File: src/rtl/button_press_classifier.sv
`default_nettype none
// ============================================================================
// Module      : button_press_classifier
// Description : Classifies a debounced button level into short-press,
//               long-press and optional auto-repeat strobes.
//               Optional feature macro: AUTOREPEAT_EN (auto-repeat strobes).
// Revision    : 1.0 - initial release
// ============================================================================
module button_press_classifier #(
    parameter int COUNT_MIN    = 4,
    parameter int COUNT_LONG   = 250000000,
    parameter int COUNT_REPEAT = 25000000
) (
    input  logic clk,
    input  logic reset,
    input  logic boton_in,
    output logic pulse_short,
    output logic pulse_long,
    output logic pulse_repeat,
    output logic held
);

    localparam int c_press_w = $clog2(COUNT_LONG + 1);

    localparam logic [1:0] c_st_wait_release = 2'd0;
    localparam logic [1:0] c_st_idle         = 2'd1;
    localparam logic [1:0] c_st_pressed      = 2'd2;
    localparam logic [1:0] c_st_long_held    = 2'd3;

    localparam logic [c_press_w-1:0] c_press_one  = c_press_w'(1);
    localparam logic [c_press_w-1:0] c_count_min  = c_press_w'(COUNT_MIN);
    localparam logic [c_press_w-1:0] c_count_long = c_press_w'(COUNT_LONG);

    if ((COUNT_MIN < 1) || (COUNT_MIN >= COUNT_LONG) || (COUNT_REPEAT < 2)) begin : g_bad_params
        $error("button_press_classifier: unsupported parameter values");
    end

    logic [1:0]           r_state;
    logic [c_press_w-1:0] r_press_cnt;
    logic                 r_pulse_short;
    logic                 r_pulse_long;
    logic                 r_held;

    logic [1:0]           w_state_nxt;
    logic [c_press_w-1:0] w_press_nxt;
    logic [c_press_w-1:0] w_press_inc;
    logic                 w_short;
    logic                 w_long;

    assign w_press_inc = r_press_cnt + 1'b1;

    always_comb begin
        w_state_nxt = r_state;
        w_press_nxt = r_press_cnt;
        w_short     = 1'b0;
        w_long      = 1'b0;
        case (r_state)
            c_st_wait_release: begin
                if (!boton_in) w_state_nxt = c_st_idle;
            end
            c_st_idle: begin
                if (boton_in) begin
                    w_state_nxt = c_st_pressed;
                    w_press_nxt = c_press_one;
                end
            end
            c_st_pressed: begin
                if (boton_in) begin
                    w_press_nxt = w_press_inc;
                    // Leaving PRESSED at the threshold keeps press_cnt from ever wrapping.
                    if (w_press_inc == c_count_long) begin
                        w_long      = 1'b1;
                        w_state_nxt = c_st_long_held;
                    end
                end else begin
                    w_state_nxt = c_st_idle;
                    w_short     = (r_press_cnt >= c_count_min);
                end
            end
            c_st_long_held: begin
                if (!boton_in) w_state_nxt = c_st_idle;
            end
            default: w_state_nxt = c_st_wait_release;
        endcase
    end

    always_ff @(posedge clk) begin
        if (reset) begin
            r_state       <= c_st_wait_release;
            r_press_cnt   <= '0;
            r_pulse_short <= 1'b0;
            r_pulse_long  <= 1'b0;
            r_held        <= 1'b0;
        end else begin
            r_state       <= w_state_nxt;
            r_press_cnt   <= w_press_nxt;
            r_pulse_short <= w_short;
            r_pulse_long  <= w_long;
            r_held        <= (w_state_nxt == c_st_pressed) || (w_state_nxt == c_st_long_held);
        end
    end

    assign pulse_short = r_pulse_short;
    assign pulse_long  = r_pulse_long;
    assign held        = r_held;

`ifdef AUTOREPEAT_EN
    localparam int c_rep_w = $clog2(COUNT_REPEAT);
    localparam logic [c_rep_w-1:0] c_rep_last = c_rep_w'(COUNT_REPEAT - 1);

    logic [c_rep_w-1:0] r_rep_cnt;
    logic               r_pulse_repeat;

    // The repeat strobe fires on the sample that finds the counter at its last value.
    always_ff @(posedge clk) begin
        if (reset) begin
            r_rep_cnt      <= '0;
            r_pulse_repeat <= 1'b0;
        end else begin
            r_pulse_repeat <= 1'b0;
            if (w_long) begin
                r_rep_cnt <= '0;
            end else if ((r_state == c_st_long_held) && boton_in) begin
                if (r_rep_cnt == c_rep_last) begin
                    r_pulse_repeat <= 1'b1;
                    r_rep_cnt      <= '0;
                end else begin
                    r_rep_cnt <= r_rep_cnt + 1'b1;
                end
            end
        end
    end

    assign pulse_repeat = r_pulse_repeat;
`else
    assign pulse_repeat = 1'b0;
`endif

endmodule
`default_nettype wire

File: config.mk
export PLATFORM = sky130hd
export DESIGN_NAME = button_press_classifier
export DESIGN_NICKNAME = d
export VERILOG_FILES = /design/src/rtl/button_press_classifier.sv
export SDC_FILE = /design/constraint.sdc
export NUM_CORES = 1
export LEC_CHECK = 0
export ABC_AREA = 1
export CAP_MARGIN = 15
export CORE_MARGIN = 1
export CORE_UTILIZATION = 45
export CTS_CLUSTER_SIZE = 20
export DETAILED_ROUTE_END_ITERATION = 16
export PLACE_DENSITY_LB_ADDON = 0.25
export SLEW_MARGIN = 20
export SYNTH_ARGS = -nofsm -noshare
export SYNTH_HDL_FRONTEND = slang
export SYNTH_SLANG_ARGS = --single-unit
File: constraint.sdc
create_clock -name clk -period 2.75 [get_ports clk]
set_clock_uncertainty 0.1 [all_clocks]
set_input_delay 0.275 -clock clk [delete_from_list [all_inputs] [get_ports clk]]
set_output_delay 0.275 -clock clk [all_outputs]
set_load 0.1 [all_outputs]
==> results.py <==
metrics = {
    "final_layout": {
        "multi_input_area_sq_um": 1451,
        "diodes": 0,
        "areaGrowthSynthToFinish_pct": 7.733,
        "seqCellArea_sq_um": 660.6,
        "num-fill-cells": 512,
        "drive_above_1_share_pct": 8.750,
        "fin_nets": 407,
        "post-route-util_pct": 51.79,
    },
    "sta": {
        "final-hold-violation-count": 0,
        "rsz0062_at_grt": "false",
        "fmax_ghz": 0.4396,
        "whs_ns": 0.4108,
        "fin_crit_sh_pct": 82.72,
        "fin_ws_ns": 0.4753,
        "slew-limit-headroom_pct": 65.39,
        "period_minus_slack_ns": 2.275,
        "final_max_slew_viol_count": 0,
        "worst_pin_slew_ns": 0.5144,
        "setup_viol": 0,
        "fin_tns_setup_ns": 0,
    },
    "logic_synthesis": {
        "netlist_top_cells_area": "dfxtp_1 (28%), nand2_1 (22%), nand3_1 (8.5%), inv_1 (7.4%), a21oi_1 (6.6%)",
        "synthTopCellsByCount": "nand2_1 (135), inv_1 (46), nand3_1 (40)",
        "ys_warn_count": 0,
        "synth_flop_cell": "dfxtp_1",
        "synth-simple-area-share_pct": 49.76,
        "syn-num-nets": 403,
        "syn_area_sq_um": 2346,
        "synth_top_area_cell": "dfxtp_1",
        "synthDistinctLibCells": 30,
        "postSynthCellCount": 396,
        "yosys.area_share.adder_pct": 2.133,
        "synthXorXnorAreaFrac_pct": 0.3733,
        "yosysTopAreaCellShare_pct": 28.16,
        "synthMostInstantiatedCell": "nand2_1",
        "synth_top_family_by_area": "simple AND/OR/NAND/NOR gates",
        "ys_seq_area_share_pct": 28.16,
        "avgSynthCellArea_sq_um": 5.924,
        "synthMuxAreaShare_pct": 0,
        "ys_ff_latch": 33,
        "synth_edf_count": 0,
        "synth_compound_area_share_pct": 9.440,
        "ys_async_sr_fraction_pct": 0,
    },
    "drt": {
        "via_per_inst": 5.266,
        "drt-initial-drc-count": 136,
        "vias": 2459,
        "remaining_drc_errors": 0,
        "ant_nets": 0,
        "first_pass_iters": 4,
        "route.detailed.wl_per_inst_um": 12.45,
        "routed_wl_um": 5816,
    },
    "clocking": {
        "root_buffer": "clkbuf_8",
        "ctsHoldBuffers": 0,
        "cts.clk_slew.worst_paths_ns": 0.07,
        "cts_buffer_depth": 2,
        "cts_sinks": 33,
        "cts_resized": 0,
        "postCtsSetupBuffers": 0,
        "clk_latency_ns": 0.28,
        "cts_buffers": 5,
        "htreeDepth": 2,
        "cts_tree": "built",
    },
    "global_route": {
        "antenna_found_initial": 0,
        "grt_pass1_wl_um": 9929,
        "grt_pass1_vias": 2188,
        "grt.total_usage_pct": 23.57,
        "grt_start_max_net_pins": 30,
        "grt_overflow": 0,
    },
    "floorplan": {
        "die_y_um": 74.21,
        "io_pins": 7,
        "rows": 25,
        "coreArea_sq_um": 4880,
        "start_util_pct": 48.08,
        "die_w_um": 74.21,
        "die_area_sq_um": 5506,
    },
    "critical_path": {
        "cp_data_required_time_ns": 2.86,
        "critPathArrivalTime_ns": 2.38,
        "r2r_slack_ns": 0.48,
        "worstPathMaxFanout": 4,
        "end_kind": "register",
        "critical_path_class": "register to register",
        "startpoint_type": "register",
    },
    "job": {
        "maxCapViolations": 0,
    },
    "hold_path": {
        "hold_path_class": "register to register",
    },
    "power": {
        "powerDensity_nw_per_um2": 373.4,
        "p_leak_nw": 0.9714,
        "finalPower_mw": 0.9437,
        "ir_worst_vdd_mv": 0.2616,
    },
    "place": {
        "place_hpwl_um": 4451,
        "dp_slack_ns": 0.5148,
        "place_congestion": 0.8654,
        "port_buffers": 5,
    },
    "run_status": {
        "outcome": "completed",
    },
}
==> area by class of cell <==
class / instances / share of cell area, %
multi-input combinational: 303 / 57.43
sequential: 33 / 26.14
inverter: 50 / 7.426
clock buffer: 7 / 3.416
tap: 67 / 3.317
timing repair buffer: 7 / 2.277
==> power breakdown <==
| group | total (mW) | internal, mW | switching, mW |
|---|---|---|---|
| combinational | 0.0811 | 0.0194 | 0.0616 |
| clock | 0.374 | 0.199 | 0.176 |
| sequential | 0.488 | 0.484 | 0.00489 |
| total | 0.944 | 0.702 | 0.242 |
==> placed cells by master (no fill, tap or decap), types with 2 or more instances in the layout <==
| cell | instances |
|---|---|
| ha_1 | 4 |
| o21bai_1 | 2 |
| buf_4 | 5 |
| inv_2 | 3 |
| clkbuf_8 | 6 |
| clkdlybuf4s50_1 | 2 |
| nor3_1 | 4 |
| nand2_4 | 2 |
| nand2_1 | 135 |
| inv_1 | 46 |
| o31ai_1 | 2 |
| o21ai_0 | 4 |
| nor4_1 | 9 |
| nor2_2 | 7 |
| a21oi_1 | 31 |
| nand3_1 | 40 |
| nand3b_1 | 3 |
| nand4_1 | 10 |
| nand2_2 | 6 |
| nor2_4 | 3 |
| nor2_1 | 35 |
| dfxtp_1 | 33 |
==> kinds of logic after synthesis <==
kind of cell,Yosys count
XOR/XNOR,1
other,1
AND/OR/NAND/NOR,256
AO/OA/AOI/OAI,41
buffers and inverters,60
flip-flops,33
adder cells (fa/ha/maj),4
==> worst max-delay path, stage by stage, from the launching register on <==
cell,delay [ns]
dfxtp_1,0.42
ha_1,0.25
nand2_1,0.11
nor2_2,0.20
nand2_2,0.10
nor2_4,0.12
nand2_1,0.06
nand2_1,0.06
nand2_1,0.10
nor2_1,0.11
nand2_1,0.06
nor2_1,0.12
nand3_1,0.11
nand2_1,0.07
nand2_1,0.06
a21oi_1,0.14
==> per-layer routing <==
metal | track usage [%] | vias up | routed length (um)
met4 | 6.624 | 0 | 80
met2 | 38.99 | 47 | 2665
met3 | 4.336 | 8 | 289
met5 | 0 | - | 0
met1 | 31.35 | 1123 | 2780
li1 | - | 1281 | -
==> worst paths after layout <==
kind	depth (start not counted)	start	to
setup reg to reg	15	r_press_cnt[1]	r_state[1]
hold / removal	2	r_press_cnt[27]	r_press_cnt[27]
setup / recovery	15	r_press_cnt[1]	r_state[1]
hold reg to reg	2	r_press_cnt[27]	r_press_cnt[27]
==> state kept, by name (all words and copies together) (netlist names) <==
signal / cells
r_press_cnt: 28
held: 1
r_state: 2
pulse_short: 1
pulse_long: 1
==> per-stage QoR <==
step                cells  instance area, sq um
floorplan             396                  2346
global placement      460                  2441
detailed placement    460                  2441
CTS                   467                  2527
global route          467                  2527
finish                467                  2527
Power figures use the tool's default switching activity.
